`src/rtl/uart_bus_pkg.sv`:
```
// Shared constants and state types for the UART bus bridge.
package uart_bus_pkg;

  // Register select values taken from addr[3:2].
  localparam logic [1:0] REG_DATA   = 2'd0;
  localparam logic [1:0] REG_STATUS = 2'd1;
  localparam logic [1:0] REG_CTRL   = 2'd2;

  // STATUS register bit positions.
  localparam int ST_TX_FULL   = 0;
  localparam int ST_TX_EMPTY  = 1;
  localparam int ST_RX_AVAIL  = 2;
  localparam int ST_RX_FULL   = 3;
  localparam int ST_TX_ACTIVE = 4;
  localparam int ST_RX_OVR    = 5;
  localparam int ST_TX_OVF    = 6;

  // CTRL register bit positions.
  localparam int CTRL_RX_IRQ_EN = 0;
  localparam int CTRL_TX_IRQ_EN = 1;

  typedef enum logic [2:0] {
    TX_IDLE,
    TX_LOAD,
    TX_STROBE,
    TX_WAIT_HI,
    TX_WAIT_LO
  } tx_state_e;

  typedef enum logic [1:0] {
    RX_IDLE,
    RX_CAPTURE,
    RX_ACK,
    RX_WAIT_CLR
  } rx_state_e;

endpackage

```
`src/rtl/uart_bus_bridge_sync_fifo.sv`:
```
// Single-clock FIFO; a push into a full FIFO is accepted when a pop happens in the same cycle.
module sync_fifo #(
  parameter int WIDTH = 8,
  parameter int DEPTH = 16
) (
  input  logic                     clk_i,
  input  logic                     rst_i,
  input  logic                     push_i,
  input  logic [WIDTH-1:0]         din_i,
  input  logic                     pop_i,
  output logic [WIDTH-1:0]         dout_o,
  output logic                     full_o,
  output logic                     empty_o,
  output logic [$clog2(DEPTH):0]   count_o
);

  localparam int AW = $clog2(DEPTH);

  logic [WIDTH-1:0] mem_q [DEPTH];
  logic [AW-1:0]    wr_ptr_q, rd_ptr_q;
  logic [AW:0]      count_q;
  logic             do_push, do_pop;

  assign full_o  = (count_q == (AW+1)'(DEPTH));
  assign empty_o = (count_q == '0);
  assign do_pop  = pop_i && !empty_o;
  assign do_push = push_i && (!full_o || do_pop);
  assign dout_o  = mem_q[rd_ptr_q];
  assign count_o = count_q;

  // Storage array; contents need no reset because occupancy gates every read.
  always_ff @(posedge clk_i) begin
    if (do_push) mem_q[wr_ptr_q] <= din_i;
  end

  // Pointers wrap naturally at the power-of-two depth; count tracks occupancy.
  always_ff @(posedge clk_i or posedge rst_i) begin
    if (rst_i) begin
      wr_ptr_q <= '0;
      rd_ptr_q <= '0;
      count_q  <= '0;
    end else begin
      if (do_push) wr_ptr_q <= wr_ptr_q + 1'b1;
      if (do_pop)  rd_ptr_q <= rd_ptr_q + 1'b1;
      if (do_push && !do_pop)      count_q <= count_q + 1'b1;
      else if (!do_push && do_pop) count_q <= count_q - 1'b1;
    end
  end

endmodule

```
`src/rtl/uart_bus_bridge.sv`:
```
// CPU-side register bridge for the uart: TX/RX FIFOs, strobe/acknowledge FSMs and a level interrupt.
module uart_bus_bridge
  import uart_bus_pkg::*;
#(
  parameter int TX_DEPTH  = 16,
  parameter int RX_DEPTH  = 16,
  parameter int SS_CYCLES = 2,
  parameter int RR_CYCLES = 2,
  parameter int BUSY_TMO  = 8
) (
  input  logic        sclk,
  input  logic        reset,
  input  logic [3:0]  addr,
  input  logic        wr_en,
  input  logic        rd_en,
  input  logic [31:0] wdata,
  output logic [31:0] rdata,
  output logic        irq,
  output logic        uart_ss,
  output logic [7:0]  uart_data,
  input  logic        uart_busy,
  input  logic [7:0]  uart_rec_data,
  input  logic        uart_rec_valid,
  output logic        uart_rr
);

  localparam logic [7:0] SS_LAST  = 8'(SS_CYCLES - 1);
  localparam logic [7:0] RR_LAST  = 8'(RR_CYCLES - 1);
  localparam logic [7:0] TMO_LAST = 8'(BUSY_TMO - 1);

  logic busy_meta_q, busy_s_q, rv_meta_q, rv_s_q;
  tx_state_e tx_state_q, tx_state_d;
  rx_state_e rx_state_q, rx_state_d;
  logic [7:0]  tx_cnt_q, tx_cnt_d, rx_cnt_q, rx_cnt_d;
  logic [7:0]  uart_data_q, uart_data_d;
  logic        uart_ss_q, uart_rr_q, irq_q, irq_d;
  logic [31:0] rdata_q, rdata_d, status_w;
  logic [1:0]  ctrl_q, ctrl_d;
  logic        tx_ovf_q, tx_ovf_d, rx_ovr_q, rx_ovr_d;

  logic        tx_pop, tx_full, tx_empty, tx_active;
  logic [7:0]  tx_dout;
  logic [$clog2(TX_DEPTH):0] tx_count;
  logic        rx_push, rx_pop, rx_full, rx_empty, rx_avail;
  logic [7:0]  rx_dout;
  logic [$clog2(RX_DEPTH):0] rx_count;

  logic [1:0] reg_sel;
  logic       wr_data, wr_status, wr_ctrl;
  logic       unused_bits;

  assign reg_sel     = addr[3:2];
  assign wr_data     = wr_en && (reg_sel == REG_DATA);
  assign wr_status   = wr_en && (reg_sel == REG_STATUS);
  assign wr_ctrl     = wr_en && (reg_sel == REG_CTRL);
  assign unused_bits = ^{addr[1:0], wdata[31:8]};

  assign tx_active = (tx_state_q != TX_IDLE);
  assign rx_avail  = (rx_count != '0);

  sync_fifo #(.WIDTH(8), .DEPTH(TX_DEPTH)) u_tx_fifo (
    .clk_i(sclk), .rst_i(reset), .push_i(wr_data), .din_i(wdata[7:0]), .pop_i(tx_pop),
    .dout_o(tx_dout), .full_o(tx_full), .empty_o(tx_empty), .count_o(tx_count)
  );

  sync_fifo #(.WIDTH(8), .DEPTH(RX_DEPTH)) u_rx_fifo (
    .clk_i(sclk), .rst_i(reset), .push_i(rx_push), .din_i(uart_rec_data), .pop_i(rx_pop),
    .dout_o(rx_dout), .full_o(rx_full), .empty_o(rx_empty), .count_o(rx_count)
  );

  // TX sequencing: load a byte, strobe it, then follow the uart's busy handshake.
  always_comb begin
    tx_state_d  = tx_state_q;
    tx_cnt_d    = tx_cnt_q;
    uart_data_d = uart_data_q;
    tx_pop      = 1'b0;
    case (tx_state_q)
      TX_IDLE:   if (tx_count != '0) tx_state_d = TX_LOAD;
      TX_LOAD: begin
        tx_pop      = 1'b1;
        uart_data_d = tx_dout;
        tx_cnt_d    = '0;
        tx_state_d  = TX_STROBE;
      end
      TX_STROBE: begin
        if (tx_cnt_q == SS_LAST) begin
          tx_cnt_d   = '0;
          tx_state_d = TX_WAIT_HI;
        end else begin
          tx_cnt_d = tx_cnt_q + 8'd1;
        end
      end
      // A uart that never reports busy must not stall the queue forever.
      TX_WAIT_HI: begin
        if (busy_s_q || (tx_cnt_q == TMO_LAST)) tx_state_d = TX_WAIT_LO;
        else tx_cnt_d = tx_cnt_q + 8'd1;
      end
      TX_WAIT_LO: if (!busy_s_q) tx_state_d = TX_IDLE;
      default:   tx_state_d = TX_IDLE;
    endcase
  end

  // RX sequencing: one capture per rec_valid assertion, then acknowledge and wait for it to clear.
  always_comb begin
    rx_state_d = rx_state_q;
    rx_cnt_d   = rx_cnt_q;
    rx_push    = 1'b0;
    case (rx_state_q)
      RX_IDLE:    if (rv_s_q) rx_state_d = RX_CAPTURE;
      RX_CAPTURE: begin
        rx_push    = 1'b1;
        rx_cnt_d   = '0;
        rx_state_d = RX_ACK;
      end
      RX_ACK: begin
        if (rx_cnt_q == RR_LAST) rx_state_d = RX_WAIT_CLR;
        else rx_cnt_d = rx_cnt_q + 8'd1;
      end
      RX_WAIT_CLR: if (!rv_s_q) rx_state_d = RX_IDLE;
      default:    rx_state_d = RX_IDLE;
    endcase
  end

  // Register reads, RX pop on DATA read, sticky flags (set beats clear) and interrupt.
  always_comb begin
    status_w               = '0;
    status_w[ST_TX_FULL]   = tx_full;
    status_w[ST_TX_EMPTY]  = tx_empty;
    status_w[ST_RX_AVAIL]  = rx_avail;
    status_w[ST_RX_FULL]   = rx_full;
    status_w[ST_TX_ACTIVE] = tx_active;
    status_w[ST_RX_OVR]    = rx_ovr_q;
    status_w[ST_TX_OVF]    = tx_ovf_q;

    rdata_d = rdata_q;
    rx_pop  = 1'b0;
    if (rd_en) begin
      case (reg_sel)
        REG_DATA: begin
          if (!rx_empty) begin
            rdata_d = {24'b0, rx_dout};
            rx_pop  = 1'b1;
          end else begin
            rdata_d = '0;
          end
        end
        REG_STATUS: rdata_d = status_w;
        REG_CTRL:   rdata_d = {30'b0, ctrl_q};
        default:    rdata_d = '0;
      endcase
    end

    ctrl_d   = wr_ctrl ? wdata[1:0] : ctrl_q;
    tx_ovf_d = (wr_data && tx_full && !tx_pop) ||
               (tx_ovf_q && !(wr_status && wdata[ST_TX_OVF]));
    rx_ovr_d = (rx_push && rx_full && !rx_pop) ||
               (rx_ovr_q && !(wr_status && wdata[ST_RX_OVR]));
    irq_d    = (ctrl_q[CTRL_RX_IRQ_EN] && rx_avail) ||
               (ctrl_q[CTRL_TX_IRQ_EN] && tx_empty && !tx_active);
  end

  // Two-flop synchronizers for the uart's asynchronous status lines.
  always_ff @(posedge sclk or posedge reset) begin
    if (reset) begin
      busy_meta_q <= 1'b0;
      busy_s_q    <= 1'b0;
      rv_meta_q   <= 1'b0;
      rv_s_q      <= 1'b0;
    end else begin
      busy_meta_q <= uart_busy;
      busy_s_q    <= busy_meta_q;
      rv_meta_q   <= uart_rec_valid;
      rv_s_q      <= rv_meta_q;
    end
  end

  // State, counters and registered outputs; reset drops ss/rr immediately.
  always_ff @(posedge sclk or posedge reset) begin
    if (reset) begin
      tx_state_q  <= TX_IDLE;
      rx_state_q  <= RX_IDLE;
      tx_cnt_q    <= '0;
      rx_cnt_q    <= '0;
      uart_data_q <= '0;
      uart_ss_q   <= 1'b0;
      uart_rr_q   <= 1'b0;
      rdata_q     <= '0;
      ctrl_q      <= '0;
      tx_ovf_q    <= 1'b0;
      rx_ovr_q    <= 1'b0;
      irq_q       <= 1'b0;
    end else begin
      tx_state_q  <= tx_state_d;
      rx_state_q  <= rx_state_d;
      tx_cnt_q    <= tx_cnt_d;
      rx_cnt_q    <= rx_cnt_d;
      uart_data_q <= uart_data_d;
      uart_ss_q   <= (tx_state_d == TX_STROBE);
      uart_rr_q   <= (rx_state_d == RX_ACK);
      rdata_q     <= rdata_d;
      ctrl_q      <= ctrl_d;
      tx_ovf_q    <= tx_ovf_d;
      rx_ovr_q    <= rx_ovr_d;
      irq_q       <= irq_d;
    end
  end

  assign rdata     = rdata_q;
  assign irq       = irq_q;
  assign uart_ss   = uart_ss_q;
  assign uart_data = uart_data_q;
  assign uart_rr   = uart_rr_q;

endmodule

```
`config.mk`:
```
export PLATFORM = sky130hd
export DESIGN_NAME = uart_bus_bridge
export DESIGN_NICKNAME = d
export VERILOG_FILES = /design/src/rtl/uart_bus_pkg.sv /design/src/rtl/uart_bus_bridge_sync_fifo.sv /design/src/rtl/uart_bus_bridge.sv
export SDC_FILE = /design/constraint.sdc
export NUM_CORES = 1
export LEC_CHECK = 0
export ABC_AREA = 1
export BUFFER_PORTS_ARGS = -buffer_cell sky130_fd_sc_hd__buf_4
export CORE_MARGIN = 2
export CORE_UTILIZATION = 40
export CTS_CLUSTER_SIZE = 24
export DETAILED_ROUTE_END_ITERATION = 8
export PLACE_DENSITY = 0.54
export SLEW_MARGIN = 30
export SYNTH_ARGS = -nofsm -noshare
export SYNTH_HDL_FRONTEND = slang
export SYNTH_HIERARCHICAL = 1
export SYNTH_SLANG_ARGS = --single-unit
```
`constraint.sdc`:
```
create_clock -name sclk -period 7.8 [get_ports sclk]
set_clock_uncertainty 0.05 [all_clocks]
set_input_delay 1.17 -clock sclk [delete_from_list [all_inputs] [get_ports sclk]]
set_output_delay 1.17 -clock sclk [all_outputs]
set_load 0.03 [all_outputs]
```
==> reports/qor.txt, run 1 <==
Status: completed
Post-Synthesis Cells: 1596
Setup Fix Bufs, Post-CTS: 0
Top cells by area, synth: edfxtp_1 (50%), nand2_1 (14%), dfrtp_1 (12%), nand3_1 (4.7%), inv_1 (4.0%)
Initial DRC Count: 606
Max Freq: 308 MHz
Number of buffers created by CTS: 38
Row cnt: 71
Crit Path Max Fanout: 16
Max rail drop VDD: 0.219 mV
Synthesis Warnings: 6
Adder-cell share of the synthesized area: 2.05%
Slew margin rel.: 36.7%
Post-Layout Cell Count: 2186
Synth cell types: 45
Placed Cells: 2116
Largest net degree at the start of global routing: 84
Starting Density: 40.8%
CTS resizes: 0
Wire length of the first global-routing pass: 54.3 mm
P_sw: 2.39 mW
DIE HEIGHT: 200 um
Ys flop type: edfxtp_1
Worst Setup End Kind: flip-flop
Largest family of logic cells by synthesized area: simple AND/OR/NAND/NOR gates
IO Count: 93
Remaining global-route overflow: 0
Critical-path cell list: nor3_2 > inv_1 > nand4_2 > nand2_2 > inv_2 > ha_1 > inv_1 > fa_1 > nand2_1 > nand3_1 > nand3_1 > nand2_1 > nand2_1 > nand2_1
Vias/cell: 4.72
TNS Setup: 0 ns
Most frequent CP cell: nand2_1
Synthesized area per cell: 9.64 um2
Top post-synthesis cells by count: nand2_1 (589), edfxtp_1 (256), inv_1 (165), nand3_1 (143), nor2_1 (125)
Die area: 40100 um2
Post-synth top area share: 50.0%
Synth Area in Compound Gates: 1.54%
Cts hold-fix bufs: 0
PortBufs: 42
Layout cells sized above 1: 12.2%
Fin. Hold Viols: 0
Simple logic cell fraction of the synthesized area: 26.1%
Endpoints failing setup: 0
Initial antenna violation count: 0
CTS root buf: clkbuf_16
Antenna-violating nets left: 0
Multiplexer share of the synthesized area: 0.146%
Crit path largest cell delay: 0.77 ns
Synth Cell Area: 15400 um2
Fraction of registers with async set/reset: 22.4%
Setup crit start kind: flip-flop
Worst-path clk slew: 0.06 ns
Fin nets: 1719
Final Cycle Share: 41.7%
CP Buf/Inv Count: 3
Switching part of the total: 37.9%
DR WL/cell: 15.8 um
Worst Hold Class: reg2reg
FILL cells: 3531
Minimum clock period: 3.25 ns
Register bit total from synthesis: 330
Sequential Power Share: 35.9%
DIE WIDTH: 200 um
Worst Tran Pin Value: 0.949 ns
H-tree Lvls: 2
Tot GR Track Use: 17.4%
HPWL reported at the end of detailed placement: 21.4 mm
Largest area contributor in the netlist: edfxtp_1
CTS tree: built
Gp weighted congestion: 0.791
Clk pwr share: 31.0%
Diode count: 0
Routed WL: 34.5 mm
Slowest cell on the critical path: nor3_2
Residual DRC: 0
Worst skew pair latency: 0.56 ns
CP arrival: 3.64 ns
Routed via count: 10300
Core area: 37800 um2
Clock sinks: 330
Leakage: 7.66 nW
MaxCap Viol Count: 0
Register area share after synthesis: 62.0%
Crit path max-delay family: simple AND/OR/NAND/NOR gates
Clock Tree Buf Depth: 3
Final slew viol count: 0
Number of global-route vias before repair: 9804
Post-synth EDFFs: 256
WP data required: 8.18 ns
Initial DRT Pass Iterations: 5
Most numerous cell in the Yosys netlist: nand2_1
Post-synthesis xor/xnor area fraction: 0.512%
RSZ-0062 raised after global routing: no
Crit path kind: reg2reg
Gate power share: 33.1%
PD cells: 360 nW/um2
Pint: 3.92 mW
Area grow syn2layout: 13.9%
## power by group through the flow
| stage | clock network [mW] | registers (mW) | logic, mW |
|---|---|---|---|
| 4_1_cts | 2.01 | 2.27 | 2.12 |
| 3_5_place_dp | 0 | 2.30 | 2.11 |
| 3_3_place_gp | 0 | 2.30 | 2.08 |
| 2_1_floorplan | 0 | 2.32 | 1.50 |
| 6_report | 1.96 | 2.27 | 2.09 |
| 5_1_grt | 2.07 | 2.30 | 2.36 |
## metrics by stage
step / cell area, um2 / total power [mW] / setup WS (ns) / util, % / hold WS [ns]
CTS: 17500 / 6.40 / 4.54 / 46.4 / 0.302
finish: 17500 / 6.31 / 4.55 / 46.4 / 0.300
global placement: 16100 / 4.38 / 3.93 / 42.6 / 0.282
detailed placement: 16100 / 4.42 / 4.08 / 42.7 / 0.291
floorplan: 15500 / 3.82 / 4.63 / - / 0.281
global route: 17500 / 6.73 / 4.30 / 46.4 / 0.304
## worst register-to-register path, stage by stage (launching register included)
cell     delay [ns]
dfrtp_1        0.43
nor3_2         0.78
inv_1          0.12
nand4_2        0.20
nand2_2        0.28
inv_2          0.12
ha_1           0.17
inv_1          0.12
fa_1           0.41
nand2_1        0.11
nand3_1        0.10
nand3_1        0.08
nand2_1        0.05
nand2_1        0.06
nand2_1        0.06
## layout make-up
class,instances,area [um2],share of cell area (%)
clock buffers,46,1040,5.96
multi-input cells,1033,4820,27.5
clock inverters,24,348,1.99
inverters,184,698,3.98
repair buffers,58,435,2.49
well taps,511,639,3.65
flip-flops and latches,330,9540,54.5
## metal layers
| metal | part of all wire (%) | GRT usage [%] | wire length (um) |
|---|---|---|---|
| met3 | 4.4 | 2.65 | 1530 |
| met4 | 2.6 | 6.50 | 901 |
| met1 | 44 | 23.1 | 15200 |
| met2 | 49 | 29.0 | 16900 |
| met5 | 0 | 0 | 0 |
## worst paths after layout
path	start	endpoint	slack [ns]	cells past startpoint
max	tx_state_q[1]	u_tx_fifo/count_o[4]	4.55	14
min	busy_meta_q	busy_s_q	0.30	0
max reg2reg	tx_state_q[1]	u_tx_fifo/count_o[4]	4.55	14
min reg2reg	busy_meta_q	busy_s_q	0.30	0
max in group asynchronous	reset	tx_state_q[2]	6.60	2
min in group asynchronous	reset	u_rx_fifo/count_o[2]	0.67	2
## sequential cells by signal (all words and copies together) (netlist names), 5 cells and up
name               count
u_rx_fifo/mem_q      128
u_tx_fifo/mem_q      128
rdata                  8
rx_cnt_q               8
tx_cnt_q               8
uart_data              8
u_rx_fifo/count_o      5
u_tx_fifo/count_o      5
## logic make-up (layout without fill, tap and decap cells)
group	after synthesis	after routing
xor gates and xnor gates	9	9
DFF	330	330
adders and majority gates	24	24
buffers and inverters	256	312
and+or+nand+nor	936	936
AOI/OAI and AO/OA	38	38
muxes	2	2
other	1	24
## cell usage in the layout (no fill, tap or decap), types with 7 or more instances in the layout
cell,Yosys,final
inv_2,17,17
buf_4,33,58
edfxtp_1,256,256
clkbuf_16,0,40
o21ai_1,7,7
ha_1,22,22
nand3_2,21,21
o21ai_0,16,16
nor3_2,1,12
inv_1,165,164
nand3_1,143,143
bufinv_16,0,8
dfrtp_1,74,72
nand2_1,589,589
nor2_1,125,125
nor3_1,26,15
conb_1,1,24
Note: power is estimated with default switching activity, not from simulation.
==> run 2: changes to the inputs <==
--- a/config.mk
+++ b/config.mk
@@ -11,7 +11,7 @@
 export CORE_UTILIZATION = 40
 export CTS_CLUSTER_SIZE = 24
 export DETAILED_ROUTE_END_ITERATION = 8
-export PLACE_DENSITY = 0.54
+export PLACE_DENSITY = 0.56
 export SLEW_MARGIN = 30
 export SYNTH_ARGS = -nofsm -noshare
 export SYNTH_HDL_FRONTEND = slang
==> constraint.sdc (replaced) <==
create_clock -name sclk -period 2.85 [get_ports sclk]
set_clock_uncertainty 0.05 [all_clocks]
set_input_delay 0.4275 -clock sclk [delete_from_list [all_inputs] [get_ports sclk]]
set_output_delay 0.4275 -clock sclk [all_outputs]
set_load 0.03 [all_outputs]
==> run 2 against run 1 <==
  * Via count is 1.4% higher
  * Critical path depth unchanged
  * Sequential share of layout area is 0.051 points lower
  * Sequential cell count did not move
  * Largest cell class unchanged
==> reports/qor.txt, run 2 (synthesis results as in run 1) <==
Status: completed
Wire length of the first global-routing pass: 55.5 mm (+2.1%)
Vias/cell: 4.71 (-0.11%)
Crit path kind: reg2reg
Worst skew pair latency: 0.54 ns (-0.02 ns)
Fin. Hold Viols: 0 (unchanged)
Gp weighted congestion: 0.818 (+3.5%)
Setup Fix Bufs, Post-CTS: 0 (unchanged)
Initial DRC Count: 552 (-8.9%)
Clock sinks: 330 (unchanged)
Initial DRT Pass Iterations: 7 (+2)
IO Count: 93 (unchanged)
CTS tree: built
Clock Tree Buf Depth: 3 (unchanged)
Area grow syn2layout: 14.0% (about the same)
Placed Cells: 2147 (+1.5%)
FF-to-FF setup slack: 0.34 ns (-4.21 ns)
Worst Setup End Kind: flip-flop
DR WL/cell: 15.6 um (-1.1%)
Largest net degree at the start of global routing: 68 (-19%)
Commonest non-fill, non-tap cell in the layout: nand2_1
Setup crit start kind: flip-flop
Worst reg2reg path startpoint: tx_state_q[1]
Routed WL: 34.6 mm (+0.37%)
DIE WIDTH: 200 um (unchanged)
Routed via count: 10500 (+1.4%)
Minimum clock period: 2.51 ns (-0.745 ns)
CTS root buf: clkbuf_16
Worst-path clk slew: 0.06 ns (about the same)
Antenna-violating nets left: 0 (unchanged)
Residual DRC: 0 (unchanged)
Most frequent cells in the layout: nand2_1 (589), edfxtp_1 (256), inv_1 (163), nand3_1 (143), nor2_1 (125)
Die area: 40100 um2 (unchanged)
Endpoints failing setup: 0 (unchanged)
Initial antenna violation count: 0 (unchanged)
H-tree Lvls: 2 (unchanged)
HPWL reported at the end of detailed placement: 22.2 mm (+3.6%)
Max rail drop VDD: 0.554 mV (+150%)
Number of buffers created by CTS: 38 (unchanged)
Diode count: 0 (unchanged)
Slew margin rel.: 49.4% (+13 points)
Remaining global-route overflow: 0 (unchanged)
CP arrival: 2.87 ns (-0.77 ns)
Crit Path Max Fanout: 6 (-10)
RSZ-0062 raised after global routing: no
Starting Density: 40.8% (unchanged)
Tot GR Track Use: 17.5% (+0.099 points)
MaxCap Viol Count: 0 (unchanged)
PD cells: 950 nW/um2 (+160%)
Number of global-route vias before repair: 10200 (+3.6%)
Core area: 37800 um2 (unchanged)
Max Freq: 399 MHz (+30%)
Worst Min Path Start: rd_en
Hold path endpoint: rdata[2]
Row cnt: 71 (unchanged)
TNS Setup: 0 ns (unchanged)
Post-Layout Cell Count: 2219 (+1.5%)
PortBufs: 42 (unchanged)
WP data required: 3.21 ns (-4.97 ns)
Leakage: 7.75 nW (+1.2%)
Pwr Total: 16.7 mW (+160%)
Worst Reg-to-Reg Cells: 14 (unchanged)
Fin nets: 1753 (+2.0%)
Worst Hold Class: in2reg
Reg2reg end: u_tx_fifo/count_o[4]
Largest registers: u_rx_fifo/mem_q (128), u_tx_fifo/mem_q (128)
DIE HEIGHT: 200 um (unchanged)
Final Cycle Share: 87.9% (+46 points)
Worst hold path depth: 3 (+3)
Layout cells sized above 1: 12.7% (+0.47 points)
Final slew viol count: 0 (unchanged)
Worst Tran Pin Value: 0.759 ns (-0.190 ns)
==> run 2: changes by cell type in the layout (fill, tap and decap cells not counted), moves of 3 or more <==
cell,before,now
bufinv_16,8,2
clkinvlp_4,5,1
nor3_2,12,1
nor3_1,15,26
clkinv_1,3,7
dlygate4sd3_1,0,3
clkbuf_1,4,8
buf_4,58,88
==> run 2: area by class of cell <==
cell class	instances	area [um2]
Fill cell	3559	20200
Sequential cell	330	9540
Multi-Input combinational cell	1033	4770
Clock buffer	49	1030
Timing Repair Buffer	92	711
Inverter	184	696
Tap cell	511	639
Clock inverter	20	151
==> run 2: report_power, final <==
part / leakage (nW) / internal, mW / switching, mW / total [mW]
clock network: 0.584 / 2.74 / 1.90 / 4.65
logic: 3.92 / 1.75 / 4.04 / 5.79
registers: 3.25 / 5.72 / 0.508 / 6.23
==> run 2: worst max-delay path, cell delays in order, from the launching register on <==
cell	delay, ns
dfrtp_1	0.42
nor3_2	0.43
inv_1	0.10
nand4_2	0.17
nand2_2	0.08
inv_2	0.05
ha_1	0.15
inv_1	0.11
fa_1	0.40
nand2_1	0.10
nand3_1	0.09
nand3_1	0.08
nand2_1	0.05
nand2_1	0.05
nand2_1	0.05
==> run 2: how the worst max path moves through the flow <==
stage	from	endpoint	slack (ns)	cells past startpoint
after floorplan	u_rx_fifo/count_o[0]	u_rx_fifo/count_o[4]	0.29	20
after global placement	addr[3]	u_rx_fifo/count_o[4]	0.27	17
after detailed placement	addr[3]	u_rx_fifo/count_o[4]	0.27	17
after CTS	u_rx_fifo/count_o[3]	u_rx_fifo/count_o[4]	0.27	19
after global routing	u_rx_fifo/count_o[1]	u_rx_fifo/count_o[4]	0.02	19
final	tx_state_q[1]	u_tx_fifo/count_o[4]	0.34	14
==> run 2: timing repair <==
item                                    4_1_cts  5_1_grt
resized for setup                             0        2
hold endpoints to repair                     44        0
hold buffers                                  3        0
endpoints found under the setup margin        0        1
==> run 2: metrics by stage <==
stage                     cell area, um2  worst slack [ns]  util (%)  hold WS, ns
after floorplan                    15500             0.287         -        0.254
after global placement             16300             0.274      43.2        0.284
after detailed placement           16300             0.273      43.2        0.289
after CTS                          17500             0.268      46.4       0.0598
after global routing               17500            0.0166      46.5       0.0769
final                              17500             0.344      46.5       0.0873
==> run 2: routing by layer <==
layer	part of all wire, %	vias to the layer above	GRT usage, %
met1	45	4940	23.4
met4	2.9	0	6.13
met5	0	-	0
met2	48	188	29.2
met3	3.9	67	2.41
li1	-	5262	-
==> run 3: changes to the inputs <==
==> constraint.sdc (replaced) <==
create_clock -name sclk -period 2.2 [get_ports sclk]
set_clock_uncertainty 0.05 [all_clocks]
set_input_delay 0.33 -clock sclk [delete_from_list [all_inputs] [get_ports sclk]]
set_output_delay 0.33 -clock sclk [all_outputs]
set_load 0.03 [all_outputs]
==> run 3 against run 2 <==
  * Design area grew 2.7%
  * Core utilization grew 1.2 points
  * Sequential share of layout area shrank 1.4 points
  * Global-route usage grew 0.34 points
  * First-iteration DRC count shrank 6.0%
  * Critical path type unchanged
  * Worst setup slack lost 0.29 ns
  * Largest power group is now combinational cells
  * Routed wire length grew 1.7%
  * Sequential power grew 29%
==> reports/qor.txt, run 3 (synthesis results as in run 1) <==
DIE WIDTH: 200 um (unchanged)
Worst Setup End Kind: flip-flop
DIE HEIGHT: 200 um (unchanged)
Final core occ: 47.7% (+1.2 points)
Commonest non-fill, non-tap cell in the layout: nand2_1
Vias/cell: 4.70 (-0.28%)
Final slew viol count: 0 (unchanged)
Post-Layout Cell Count: 2251 (+1.4%)
Number of global-route vias before repair: 10500 (+3.3%)
H-tree Lvls: 2 (unchanged)
Pre-CTS worst setup slack: -0.0809 ns (-0.354 ns)
Largest net degree at the start of global routing: 65 (-4.4%)
Core area: 37800 um2 (unchanged)
Number of buffers created by CTS: 38 (unchanged)
Placed Cells: 2171 (+1.1%)
Tot GR Track Use: 17.8% (+0.34 points)
RSZ-0062 raised after global routing: yes
Starting Density: 40.8% (unchanged)
Worst Tran Pin Value: 0.591 ns (-0.168 ns)
CTS tree: built
WP data required: 2.61 ns (-0.60 ns)
Clock Tree Buf Depth: 3 (unchanged)
Initial DRT Pass Iterations: 4 (-3)
Slowest cell on the critical path: dfrtp_2
IO Count: 93 (unchanged)
Row cnt: 71 (unchanged)
Antenna-violating nets left: 0 (unchanged)
HPWL reported at the end of detailed placement: 22.8 mm (+2.9%)
Worst-path clk slew: 0.06 ns (about the same)
Crit Path Max Fanout: 5 (-1)
Most frequent CP cell: nand2_1
Largest registers: u_rx_fifo/mem_q (128), u_tx_fifo/mem_q (128)
Clock sinks: 330 (unchanged)
Critical-path cell list: nor2_4 > nand3_2 > inv_2 > inv_2 > nand2_2 > nor2_4 > buf_6 > nand2_4 > ha_4 > inv_6 > fa_2 > nand2_4 > nand3_4 > nand2_2 > nand2_1 > nand2_1 > nand2_1 > nand2_1
Routed via count: 10600 (+1.2%)
FILL cells: 3533 (-0.73%)
TNS Setup: 0 ns (unchanged)
Diode count: 0 (unchanged)
Worst Hold Class: in2reg
Worst skew pair latency: 0.52 ns (-0.02 ns)
Max Freq: 467 MHz (+17%)
Final Cycle Share: 97.4% (+9.5 points)
Reg area: 9550 um2 (about the same)
Fin nets: 1785 (+1.8%)
Area grow syn2layout: 17.0%
Crit path kind: reg2reg
Fin. Hold Viols: 0 (unchanged)
Gp weighted congestion: 0.788 (-3.7%)
Slew margin rel.: 60.5% (+11 points)
Setup crit start kind: flip-flop
Endpoints failing setup: 0 (unchanged)
Die area: 40100 um2 (unchanged)
Residual DRC: 0 (unchanged)
Minimum clock period: 2.14 ns (-0.363 ns)
MaxCap Viol Count: 0 (unchanged)
Routed WL: 35.2 mm (+1.7%)
Remaining global-route overflow: 0 (unchanged)
Crit path largest cell delay: 0.42 ns (about the same)
CP arrival: 2.55 ns (-0.32 ns)
Initial DRC Count: 519 (-6.0%)
DR WL/cell: 15.7 um (+0.30%)
Area of the multi-input gates: 4930 um2 (+3.5%)
Layout cells sized above 1: 15.7% (+3.0 points)
CTS root buf: clkbuf_16
Wire length of the first global-routing pass: 56.8 mm (+2.4%)
PD cells: 1240 nW/um2 (+31%)
Leakage: 7.93 nW (+2.3%)
Initial antenna violation count: 0 (unchanged)
Max rail drop VDD: 0.918 mV (+66%)
Worst Slack Setup Final: 0.0574 ns (-0.287 ns)
Status: completed
Most frequent cells in the layout: nand2_1 (584), edfxtp_1 (256), inv_1 (156), nand3_1 (139), nor2_1 (124)
PortBufs: 42 (unchanged)
[run 3: cell types whose count changed in the layout (fill, tap and decap cells not counted), sizes merged]
cell | before | now
clkinv | 16 | 13
buf | 89 | 120
clkinvlp | 1 | 0
bufinv | 2 | 1
dlygate4sd3 | 3 | 4
clkbuf | 49 | 54
[run 3: layout make-up]
cell class              count  share of cell area, %
multi-input cells        1033                   27.4
clock inverters            15                  0.521
flip-flops and latches    330                   53.0
inverters                 184                   3.92
repair buffers            124                   5.45
clock buffers              54                   6.14
well taps                 511                   3.55
[run 3: through the flow]
| stage | hold slack (ns) | power (mW) | area, um2 |
|---|---|---|---|
| 2_1_floorplan | 0.157 | 13.7 | 15600 |
| 3_3_place_gp | 0.221 | 16.1 | 16600 |
| 3_5_place_dp | 0.220 | 16.2 | 16600 |
| 4_1_cts | 0.0624 | 22.3 | 17900 |
| 5_1_grt | 0.0721 | 23.9 | 18000 |
| 6_report | 0.0853 | 22.4 | 18000 |
[run 3: final timing paths]
path	endpoint	slack (ns)	cells past startpoint	from
setup / recovery	u_rx_fifo/count_o[4]	0.06	18	u_rx_fifo/count_o[0]
hold / removal	tx_ovf_q	0.09	4	wr_en
setup reg to reg	u_rx_fifo/count_o[4]	0.06	18	u_rx_fifo/count_o[0]
hold reg to reg	busy_s_q	0.31	0	busy_meta_q
max in group asynchronous	u_tx_fifo/rd_ptr_q[0]	1.25	3	reset
min in group asynchronous	tx_ovf_q	0.24	3	reset
[run 3: report_power, final]
part / total, mW / switching, mW / internal, mW
sequential: 8.02 / 0.599 / 7.42
combinational: 8.32 / 5.58 / 2.74
clock: 6.02 / 2.41 / 3.61
[run 3: layer usage]
layer | up-vias | GRT usage (%) | wire length [um]
met5 | - | 0 | 0
met4 | 0 | 6.05 | 987
met3 | 64 | 2.65 | 1190
met2 | 175 | 29.8 | 16800
met1 | 5014 | 23.8 | 16300
li1 | 5325 | - | -
[run 3: critical path: cells and delay by family (launching register included)]
| family | cells | cell delay [ns] |
|---|---|---|
| simple gates | 12 | 0.83 |
| fa+ha+maj | 2 | 0.52 |
| flops | 1 | 0.42 |
| buf+inv | 4 | 0.26 |
[run 3: what timing repair did]
item                       CTS  global route
hold endpoints to repair    79             0
setup buffers                0             7
gates resized for setup      1            18
setup endpoints to repair    1             6
gates cloned                 0             0
hold buffers                 4             0
pin swaps                    0            14
